### config.mk
export PLATFORM = sky130hd
export DESIGN_NAME = int_ctrl_flat
export DESIGN_NICKNAME = d
export VERILOG_FILES = /design/src/rtl/int_ctrl_if.sv /design/src/rtl/int_ctrl.sv /design/src/flat_wrapper.sv
export SDC_FILE = /design/constraint.sdc
export NUM_CORES = 1
export LEC_CHECK = 0
export BUFFER_PORTS_ARGS = -buffer_cell sky130_fd_sc_hd__buf_2
export CAP_MARGIN = 30
export CORE_ASPECT_RATIO = 0.9
export CORE_UTILIZATION = 47
export DETAILED_ROUTE_END_ITERATION = 16
export GPL_ROUTABILITY_DRIVEN = 0
export GPL_TIMING_DRIVEN = 0
export PLACE_DENSITY = 0.79
export SYNTH_ARGS = -nofsm -noshare
export SYNTH_HDL_FRONTEND = slang
export SYNTH_HIERARCHICAL = 1
export SYNTH_SLANG_ARGS = --single-unit
### constraint.sdc
create_clock -name clk -period 1.5 [get_ports clk]
set_clock_uncertainty 0.05 [all_clocks]
set_input_delay 0.15 -clock clk [delete_from_list [all_inputs] [get_ports clk]]
set_output_delay 0.15 -clock clk [all_outputs]
set_load 0.1 [all_outputs]
### src/rtl/int_ctrl_if.sv
// int_ctrl_if -- signal bundle between the PDP-8/E core and int_ctrl.
//
// Parameter:
//   NDEV         number of device request lines (1..12)
// Signals:
//   state        main state machine state               (core -> int_ctrl)
//   instruction  current instruction (mdout), [0:11]    (core -> int_ctrl)
//   ac           registered accumulator (rac), [0:11]   (core -> int_ctrl)
//   clear        CAF / front-panel clear, synchronous   (core -> int_ctrl)
//   dev_irq      device request levels, [0:NDEV-1]      (devices -> int_ctrl)
//   irq          interrupt request to the state machine (int_ctrl -> core)
//   skip         skip term to imux                      (int_ctrl -> core)
//   bus          data to the imux input bus, [0:11]     (int_ctrl -> core)
// Modports: master = core/bench side, slave = int_ctrl side.
interface int_ctrl_if #(
    parameter int NDEV = 4
);
    logic [4:0]      state;
    logic [0:11]     instruction;
    logic [0:11]     ac;
    logic            clear;
    logic [0:NDEV-1] dev_irq;
    logic            irq;
    logic            skip;
    logic [0:11]     bus;

    modport master (
        output state, instruction, ac, clear, dev_irq,
        input  irq, skip, bus
    );

    modport slave (
        input  state, instruction, ac, clear, dev_irq,
        output irq, skip, bus
    );
endinterface

### src/rtl/int_ctrl.sv
// int_ctrl -- programmed interrupt controller for the PDP-8/E core.
//
// Collects NDEV device request lines into sticky pending bits, gates them
// with a program-writable mask and drives the single irq line. Answers IOT
// device code DEVCODE for test/read/mask/clear operations, returning data on
// bus and a skip term.
//
// Parameters:
//   NDEV     number of request lines, 1..12; line 0 has highest priority
//   DEVCODE  IOT device code
//   IOT_ST   value of state while an IOT executes
// Ports:
//   clk      core clock
//   reset    asynchronous active-high reset
//   io       int_ctrl_if.slave (state, instruction, ac, clear, dev_irq in;
//            irq, skip, bus out)
// Build option:
//   INT_SYNC_EN  when defined, dev_irq goes through a 2-flop synchronizer
//                before edge detection (adds 2 cycles of capture latency).

// One request line: edge detect, sticky pending bit, mask bit.
module int_ctrl_line (
    input  logic clk,
    input  logic reset,
    input  logic cap_en,   // edge capture allowed this cycle
    input  logic clear,    // CAF / front-panel clear
    input  logic lvl,      // request level (possibly synchronized)
    input  logic msk_we,
    input  logic msk_d,
    input  logic clr,      // program clear of this pending bit
    output logic pending,
    output logic mask
);
    logic prev;

    always_ff @(posedge clk or posedge reset) begin
        if (reset) begin
            prev    <= 1'b0;
            pending <= 1'b0;
            mask    <= 1'b0;
        end else begin
            prev <= lvl;
            if (clear) begin
                pending <= 1'b0;
                mask    <= 1'b0;
            end else begin
                // a new edge wins over a same-cycle clear
                pending <= (cap_en & lvl & ~prev) | (pending & ~clr);
                if (msk_we) mask <= msk_d;
            end
        end
    end
endmodule

module int_ctrl #(
    parameter int         NDEV    = 4,
    parameter logic [5:0] DEVCODE = 6'o47,
    parameter logic [4:0] IOT_ST  = 5'd0
) (
    input logic       clk,
    input logic       reset,
    int_ctrl_if.slave io
);
    logic [0:NDEV-1] lvl, pending, mask, active, clr, ac_sel, msk_d;
    logic [3:0]      vec;
    logic [2:0]      op;
    logic            addressed, act, iot_seen, msk_we;
    logic            skip_q;
    logic [0:11]     bus_q, resp;
    logic            unused_ac;

`ifdef INT_SYNC_EN
    localparam int STG = 2;
    logic [0:NDEV-1] sync1, sync2;

    always_ff @(posedge clk or posedge reset) begin
        if (reset) begin
            sync1 <= '0;
            sync2 <= '0;
        end else begin
            sync1 <= io.dev_irq;
            sync2 <= sync1;
        end
    end
    assign lvl = sync2;
`else
    localparam int STG = 0;
    assign lvl = io.dev_irq;
`endif

    // Edge capture stays off until prev holds a real post-reset sample
    // (and the synchronizer has filled), so lines already high at reset
    // release are not mistaken for new edges.
    localparam logic [STG:0] ARM_ONE = 1;
    logic [STG:0] arm_pipe;

    always_ff @(posedge clk or posedge reset) begin
        if (reset) arm_pipe <= '0;
        else       arm_pipe <= (arm_pipe << 1) | ARM_ONE;
    end

    assign addressed = (io.instruction[0:2] == 3'b110) &&
                       (io.instruction[3:8] == DEVCODE) &&
                       (io.state == IOT_ST);
    assign op        = io.instruction[9:11];
    assign act       = addressed & ~iot_seen;   // one action per instruction
    assign ac_sel    = io.ac[12-NDEV:11];
    assign unused_ac = ^io.ac;

    assign active = pending & mask;
    assign io.irq = |active;

    always_comb begin
        vec = 4'hF;
        for (int i = NDEV - 1; i >= 0; i--)
            if (active[i]) vec = 4'(i);
    end

    always_comb begin
        clr = '0;
        if (act) begin
            case (op)
                3'd4: clr = ac_sel;
                3'd5: for (int i = 0; i < NDEV; i++)
                          if (vec == 4'(i)) clr[i] = 1'b1;
                3'd7: clr = '1;
                default: ;
            endcase
        end
    end

    assign msk_we = act && (op == 3'd2 || op == 3'd7);
    assign msk_d  = (op == 3'd7) ? '0 : ac_sel;

    for (genvar i = 0; i < NDEV; i++) begin : g_line
        int_ctrl_line u_line (
            .clk     (clk),
            .reset   (reset),
            .cap_en  (arm_pipe[STG]),
            .clear   (io.clear),
            .lvl     (lvl[i]),
            .msk_we  (msk_we),
            .msk_d   (msk_d[i]),
            .clr     (clr[i]),
            .pending (pending[i]),
            .mask    (mask[i])
        );
    end

    // Response built from pre-action state, so RDP/VEC report the
    // values as they were before any same-cycle clear.
    always_comb begin
        resp = '0;
        case (op)
            3'd3: resp[12-NDEV:11] = pending;
            3'd5: resp[8:11]       = vec;
            3'd6: resp[12-NDEV:11] = mask;
            default: ;
        endcase
    end

    always_ff @(posedge clk or posedge reset) begin
        if (reset) begin
            iot_seen <= 1'b0;
            skip_q   <= 1'b0;
            bus_q    <= '0;
        end else if (!addressed) begin
            iot_seen <= 1'b0;
            skip_q   <= 1'b0;
            bus_q    <= '0;
        end else if (!iot_seen) begin
            iot_seen <= 1'b1;
            skip_q   <= (op == 3'd1) && (|active);
            bus_q    <= resp;
        end
    end

    assign io.skip = skip_q;
    assign io.bus  = bus_q;
endmodule
### src/flat_wrapper.sv
// flat-port wrapper written by rule: the top's interface ports become plain ports
module int_ctrl_flat 
#(
    parameter int         NDEV    = 4,
    parameter logic [5:0] DEVCODE = 6'o47,
    parameter logic [4:0] IOT_ST  = 5'd0
)
  (clk, reset, io_state, io_instruction, io_ac, io_clear, io_dev_irq, io_irq, io_skip, io_bus);
  int_ctrl_if #(.NDEV(NDEV)) io_i ();
  input logic clk;
  input logic reset;
  input wire logic [$bits(io_i.state)-1:0] io_state;
  input wire logic [$bits(io_i.instruction)-1:0] io_instruction;
  input wire logic [$bits(io_i.ac)-1:0] io_ac;
  input wire logic [$bits(io_i.clear)-1:0] io_clear;
  input wire logic [$bits(io_i.dev_irq)-1:0] io_dev_irq;
  output wire logic [$bits(io_i.irq)-1:0] io_irq;
  output wire logic [$bits(io_i.skip)-1:0] io_skip;
  output wire logic [$bits(io_i.bus)-1:0] io_bus;
  assign io_i.state = io_state;
  assign io_i.instruction = io_instruction;
  assign io_i.ac = io_ac;
  assign io_i.clear = io_clear;
  assign io_i.dev_irq = io_dev_irq;
  assign io_irq = io_i.irq;
  assign io_skip = io_i.skip;
  assign io_bus = io_i.bus;
  int_ctrl #(.NDEV(NDEV), .DEVCODE(DEVCODE), .IOT_ST(IOT_ST)) u_core (.clk(clk), .reset(reset), .io(io_i));
endmodule
==> Word level (Yosys, flattened, before mapping) <==
Cells that the tools add are included.
{ "word_totals": {"reg_bits": 27, "input_bits": 36, "out_inout_bits": 14, "wordCells": 94} }
{ "op_classes": {"eq_ne": 13, "n_mux": 29, "bitwise": 27, "n_reduce_logical": 9} }
{ "ops": {"columns": ["operator", "n"], "rows": [
  ["2-to-1 mux 12 bit", 2],
  ["2-to-1 mux 4 bit", 6],
  ["one-hot mux 4 bit (3 select lines)", 2],
  ["2-to-1 mux 1 bit", 19],
  ["equality test 3 bit, second input constant", 5],
  ["bitwise AND 1 bit", 13],
  ["NOT 1 bit", 9],
  ["equality test 4 x 2 -> 1 bit, second input constant", 2],
  ["equality test 3 x 2 -> 1 bit, second input constant", 2],
  ["equality test 6 bit, second input constant", 1],
  ["zero test 5 bit", 1],
  ["bitwise AND 4 bit", 1],
  ["equality test 4 x 1 -> 1 bit, second input constant", 1],
  ["logical AND 1 bit", 4],
  ["zero test 4 bit", 1],
  ["bitwise OR 1 bit", 4],
  ["OR reduction 4 bit", 1],
  ["equality test 3 x 1 -> 1 bit, second input constant", 1],
  ["inequality test 2 bit, second input constant", 1],
  ["nonzero test 2 bit", 1],
  ["logical OR 1 bit", 1]
]} }

==> Logic depth before layout (Yosys ltp) <==
Gate-level depths: netlist of the first run.
{ "depth": {"depth_word": 13, "mapped_depth": 6, "ltp_nobuf": 6} }

==> Modules after synthesis <==
Netlist of the first run, hierarchy kept.
{ "by_module_without_submodules": {"columns": ["module", "n_inst", "cells_each", "area_per_inst_um2", "seq_area_each_um2"], "rows": [
  ["int_ctrl", 1, 91, 709.4, 175.2],
  ["int_ctrl_line", 4, 9, 111.4, 75.1]
]} }

==> Worst setup path after synthesis of the first run <==
OpenSTA, ideal clock, no wires.
{ "synth_path": {"kind": "flip-flop to flip-flop", "start": "register u_core.g_line[1].u_line.pending", "end": "register u_core.skip_q, in the netlist u_core/io.skip", "setup_ns": 0.123, "arrival_ns": 1.419, "required_ns": 1.327, "slack_ns": -0.092, "path_stages_with_launch": 5, "path_buffers": 0, "synth_period_minus_slack_ns": 1.592, "cell_sequence": "dfrtp_1 > a22o_1 > or2_2 > a22oi_1 > nor2_1"} }
{ "synth_via": {"elab_chain_cells": 5} }
{ "synth_lines": {"columns": ["element", "line", "rtl"], "rows": [
  ["start, declared", "int_ctrl.sv:31", "output logic pending,"],
  ["start signal, assigned", "int_ctrl.sv:48", "pending <= (cap_en & lvl & ~prev) | (pending & ~clr);"],
  ["bitwise AND 4 bit", "int_ctrl.sv:110", "assign active = pending & mask;"],
  ["OR reduction 4 bit", null, null],
  ["named net io_irq", "flat_wrapper.sv:17", "output wire logic [$bits(io_i.irq)-1:0] io_irq;"],
  ["logical AND 1 bit", "int_ctrl.sv:173", "skip_q <= (op == 3'd1) && (|active);"],
  ["2-to-1 mux 1 bit", "int_ctrl.sv:171", "end else if (!iot_seen) begin"],
  ["2-to-1 mux 1 bit", "int_ctrl.sv:167", "end else if (!addressed) begin"],
  ["end signal, assigned", "int_ctrl.sv:173", null],
  ["end, declared", "int_ctrl.sv:68", "logic skip_q;"]
]} }
The timed path passes the listed nets, and every way through them passes these cells. The select of a mux whose other input is x is not followed.
A chain may end at the register's enable or synchronous reset.

==> Final worst setup path of the first run <==
{ "layout_path": {"start": "register u_core.g_line[2].u_line.mask", "end": "output io_irq"} }
{ "layout_via": {"elab_chain_cells": 2} }
{ "layout_lines": {"columns": ["element", "line", "rtl"], "rows": [
  ["start, declared", "int_ctrl.sv:32", "output logic mask"],
  ["start signal, assigned", "int_ctrl.sv:49", "if (msk_we) mask <= msk_d;"],
  ["bitwise AND 4 bit", "int_ctrl.sv:110", null],
  ["OR reduction 4 bit", "int_ctrl.sv:111", "assign io.irq = |active;"],
  ["end, declared", "flat_wrapper.sv:17", null]
]} }
Every way passes these cells.

==> qor.yml, run 1 <==
global_route:
  grt.overflow.total: 0
  grt_pass1_wl_um: 4719
  grt_max_degree: 13
  grt_pass1_vias: 1079
  track_usage_pct: 24.87
  antenna_found_initial: 0
placed_design:
  port_buffers: 33
  pre_cts_ws_ns: -0.2571
  dpl-instance-area_um2: 1383
  dpl.hpwl_um: 2043
routing:
  drtAntennaViolNets: 0
  wl_per_cell_um: 14.41
  wirelength_um: 3040
  routed_via_density: 5.455
  drt_iter0_markers: 29
  num_vias: 1151
  drc: 0
  firstDrtPassIters: 4
logic_synthesis:
  synth_commonest_cells: "dfrtp_1, nand2_1, nand3b_1"
  async_reset_ff_share_pct: 100.0
  ys_seq_elements: 19
  syn_area_per_cell_um2: 9.093
  synth_area_leaders: "dfrtp_1, nand3b_1, buf_4"
  synth_edf_count: 0
  ys_types: 33
  synth_area_leader_cell: "dfrtp_1"
  ys_seq_area_share_pct: 41.17
  yosysTopAreaCellShare_pct: 41.17
  yosysWarnings: 6
  netlist_area_um2: 1155
  syn_inst: 127
  synth_most_common_cell: "dfrtp_1"
  dominantRegCellSynth: "dfrtp_1"
die:
  die_x_um: 54.25
  start_util_pct: 51.51
  rows: 16
  pin_count: 50
  fp.dieH_um: 49.03
  core_um2: 2242
  dieArea_um2: 2660
layout:
  drive_above_1_share_pct: 34.24
  area_growth_syn_to_layout_pct: 34.89
  diodes: 0
  fin_nets: 221
  final_cell_area_um2: 1558
  fill_cells: 183
  fin_util_pct: 69.48
sta:
  timing.fmax_mhz: 617.3
  hold_viol: 0
  final.min_clock_period_ns: 1.620
  rsz0062_at_grt: "yes"
  setup_viol_count_final: 3
  setup_slack_ns: -0.1200
  period_share_pct: 108.0
  slew_violations: 0
  holdWs_ns: 0.03120
power:
  worst_ir_drop_vdd_v: 0.0009398
  p_leak_uw: 0.0007323
  power_density_nw_per_um2: 681.9
clock_tree:
  htree_num_levels: 1
  clock-sinks: 19
  root_buffer: "clkbuf_4"
  cts_tree: "done"
  clk_latency_ns: 0.31
  clockBufferDepth: 2
  clk_pin_slew_ns: 0.11
  cts_buffers: 3
worst_setup_path:
  setup.worst_path.class: "reg -> out"
  end_kind: "output port"
  worst-path-max-fanout: 2
  cp.required_ns: 1.30
  cp.arrival_ns: 1.42
  startpoint_type: "flip-flop"
run_status:
  failed_checks: "setup timing"
  status: "finished, violations left"
min_path:
  hold_path.class: "in -> reg"
job:
  drv_cap: 0
## sequential cells by signal, summed over array words and instances, names as in the netlist
name and cells:
u_core/io.bus 4, u_core/g_line.u_line/prev 4, u_core/g_line.u_line/mask 4, u_core/arm_pipe 1, u_core/iot_seen 1, u_core/io.skip 1, u_core/g_line.u_line/pending 4
## layer usage
| metal | part of all wire, % | track usage (%) | up-vias |
|---|---|---|---|
| li1 | - | - | 537 |
| met1 | 41 | 31.61 | 542 |
| met2 | 48 | 38.62 | 60 |
| met3 | 7.0 | 7.477 | 12 |
| met4 | 3.0 | 9.829 | 0 |
| met5 | 0 | 0 | - |
## repair_timing
action | in CTS | in global routing
pin swaps | 2 | 5
buffers inserted | 5 | 4
endpoints found under the hold margin | 23 | 0
hold buffers | 5 | 0
gates resized for setup | 4 | 6
endpoints found under the setup margin | 5 | 7
gates cloned | 0 | 0
## cell usage in the layout (no fill, tap or decap), types with 2 or more instances in the layout
cell type and n:
buf_2 32, dfrtp_1 19, buf_4 17, nand3b_1 11, nand2_1 11, a21oi_1 9, conb_1 9, nor2_1 7
nand2b_1 6, o21ai_0 6, inv_1 6, dlygate4sd3_1 5, and2_1 5, mux2i_1 4, clkbuf_4 3, clkbuf_1 3
a21boi_0 3, a22o_1 2, o21ai_1 2, a31oi_1 2
## path summary, 6_finish.rpt
kind                                                  from                              end  slack, ns  depth (start not counted)
min                                               io_clear  u_core/g_line[1].u_line/pending       0.03                          2
max                           u_core/g_line[2].u_line/mask                           io_irq      -0.12                          3
min in group asynchronous                            reset     u_core/g_line[1].u_line/mask       0.22                          3
max reg2reg                u_core/g_line[1].u_line/pending  u_core/g_line[2].u_line/pending      -0.11                          7
min reg2reg                   u_core/g_line[3].u_line/prev  u_core/g_line[3].u_line/pending       0.47                          2
max in group asynchronous                            reset                   u_core/io.skip       0.87                          3
## metrics by stage
| step | TNS [ns] | std cells | total power (uW) |
|---|---|---|---|
| 2_1_floorplan | 0 | 134 | 703.1 |
| 3_3_place_gp | -1.701 | 194 | 761.9 |
| 3_5_place_dp | -1.734 | 194 | 768.4 |
| 4_1_cts | -0.1176 | 207 | 1058 |
| 5_1_grt | -0.4059 | 211 | 1116 |
| 6_report | -0.2701 | 211 | 1062 |
## worst max-delay path: stages (launching register included)
cell and delay [ns]:
dfrtp_1 0.41, a22o_1 0.26, or2_4 0.28, buf_12 0.17
## kinds of logic (layout without fill, tap and decap cells)
kind of cell	after synthesis	after routing	synth area share, %
AND/OR/NAND/NOR	56	56	31.75
AO/OA/AOI/OAI	27	27	13.76
flip-flops	19	19	41.17
buffers and inverters	18	68	8.450
multiplexers	4	4	3.467
other	2	9	0.6503
XOR/XNOR	1	1	0.7585
## power breakdown
| group | switching [uW] | internal (uW) | leakage [uW] | total [uW] |
|---|---|---|---|---|
| combinational | 167 | 85.8 | 0.000466 | 253 |
| sequential | 8.48 | 524 | 0.000252 | 533 |
| clock | 175 | 102 | 0.0000139 | 277 |
## area by class of cell
type / count / area [um^2] / share of cell area, %
multi-input cells: 97 / 626.9 / 40.24
flip-flops and latches: 19 / 475.5 / 30.52
repair buffers: 47 / 297.8 / 19.12
plain buffers: 11 / 71.32 / 4.578
well taps: 27 / 33.78 / 2.169
clock buffers: 3 / 22.52 / 1.446
inverters: 6 / 22.52 / 1.446
clock inverters: 1 / 7.507 / 0.4819
No activity file was read; power rests on OpenSTA's default activity.
==> inputs of run 2 (changes only) <==
--- a/config.mk
+++ b/config.mk
@@ -13,6 +13,7 @@
 export GPL_ROUTABILITY_DRIVEN = 0
 export GPL_TIMING_DRIVEN = 0
 export PLACE_DENSITY = 0.79
+export RECOVER_POWER = 25
 export SYNTH_ARGS = -nofsm -noshare
 export SYNTH_HDL_FRONTEND = slang
 export SYNTH_HIERARCHICAL = 1
==> qor.yml, run 2 (synthesis results as in run 1) <==
worst_setup_path:
  setup.worst_path.class: "reg -> out"
  worst-path-max-fanout: 2
  max_stage_delay_ns: 0.40
  cp.depth: 3
  startpoint_type: "flip-flop"
  reg2reg_from: "u_core/g_line[1].u_line/pending"
  critPathSlowestCell: "dfrtp_1"
  crit_start: "u_core/g_line[2].u_line/mask"
  r2r_cells: 7
  cp.required_ns: 1.30
  cp-endpoint: "io_irq"
  cp.arrival_ns: 1.42
  timing.rr.end: "u_core/g_line[2].u_line/pending"
  critical_path_buf_inv_count: 1
  r2r_slack_ns: -0.11
  crit_path_cell_trace: "a22o_1 -> or2_4 -> buf_12"
  crit_family: "flip-flops"
  end_kind: "output port"
power:
  p_leak_uw: 0.0007296
  worst_ir_drop_vdd_v: 0.0009386
  power_density_nw_per_um2: 682.0
  p_total_uw: 1062
sta:
  hold_viol: 0
  timing.fmax_mhz: 618.8
  slew_violations: 0
  final.min_clock_period_ns: 1.616
  setup_viol_count_final: 3
  rsz0062_at_grt: "yes"
  setup_slack_ns: -0.1161
  period_share_pct: 107.7
clock_tree:
  clockBufferDepth: 2
  cts_buffers: 3
  root_buffer: "clkbuf_4"
  htree_num_levels: 1
  clock-sinks: 19
  clk_pin_slew_ns: 0.11
  cts_tree: "done"
  clk_latency_ns: 0.31
global_route:
  antenna_found_initial: 0
  grt_max_degree: 13
  grt.overflow.total: 0
  grt_pass1_vias: 1079
  track_usage_pct: 24.87
  grt_pass1_wl_um: 4719
routing:
  drc: 0
  routed_via_density: 5.389
  topRoutingLayerUsed: "met4"
  drt_iter0_markers: 31
  num_vias: 1137
  wirelength_um: 3011
  wl_per_cell_um: 14.27
  wl_met3_um: 201
  drtAntennaViolNets: 0
  met2_length_um: 1485
  firstDrtPassIters: 4
  drt-met1-wl_um: 1246
die:
  start_util_pct: 51.51
  dieArea_um2: 2660
  die_x_um: 54.25
  core_um2: 2242
  rows: 16
  fp.dieH_um: 49.03
  pin_count: 50
layout:
  fin_util_pct: 69.42
  fin_nets: 221
  diodes: 0
  register_area_um2: 475.5
  final_cell_area_um2: 1556
  drive_above_1_share_pct: 33.70
  multi_input_area_um2: 626.9
  fill_cells: 182
  final_cell_mix: "buf_2, dfrtp_1, buf_4, nand3b_1, nand2_1"
  layout_commonest_cell: "buf_2"
  area_growth_syn_to_layout_pct: 34.78
placed_design:
  dpl.hpwl_um: 2043
  dpl-instance-area_um2: 1383
  port_buffers: 33
  pre_cts_ws_ns: -0.2571
run_status:
  status: "finished, violations left"
  failed_checks: "setup timing"
job:
  drv_cap: 0
min_path:
  hold_path.class: "in -> reg"
run 2: changes by cell type in the layout (fill, tap and decap cells not counted):
cell      previous run  this run
buf_2               32        31
clkbuf_1             3         4
run 2: per-stage QoR:
step	setup TNS (ns)	hold slack, ns	std cells
floorplan	0	-0.1464	134
global placement	-1.701	0.01317	194
detailed placement	-1.734	0.01143	194
CTS	-0.1176	0.04169	207
global route	-0.4059	0.03309	211
finish	-0.2733	0.03368	211
run 2: layout make-up:
| class | instances | area share (%) |
|---|---|---|
| multi-input combinational | 97 | 40.27 |
| sequential | 19 | 30.55 |
| timing repair buffer | 47 | 19.05 |
| buffer | 11 | 4.582 |
| tap | 27 | 2.170 |
| clock buffer | 3 | 1.447 |
| inverter | 6 | 1.447 |
| clock inverter | 1 | 0.4823 |
run 2: power breakdown:
part	internal, uW	total (uW)	switching (uW)
logic	85.4	253	167
clock network	102	276	175
registers	524	532	8.30
run 2: routing by layer:
layer	vias up	track usage (%)
met4	0	9.829
met3	10	7.477
li1	540	-
met1	531	31.61
met2	56	38.62
met5	-	0
run 2: worst min path at each step:
stage                  start                              end  slack [ns]  cells after the start
floorplan              reset     u_core/g_line[0].u_line/mask       -0.15                      1
global placement       reset     u_core/g_line[1].u_line/prev        0.01                      2
detailed placement     reset     u_core/g_line[2].u_line/mask        0.01                      2
CTS                 io_clear  u_core/g_line[1].u_line/pending        0.04                      2
global route        io_clear  u_core/g_line[1].u_line/pending        0.03                      2
finish              io_clear  u_core/g_line[1].u_line/pending        0.03                      2
run 2: what timing repair did:
| item | in CTS | in global routing |
|---|---|---|
| setup endpoints to repair | 5 | 7 |
| hold endpoints to repair | 23 | 0 |
| gates resized for setup | 4 | 6 |
| hold buffers | 5 | 0 |
| buffers inserted | 5 | 4 |
| pin swaps | 2 | 5 |
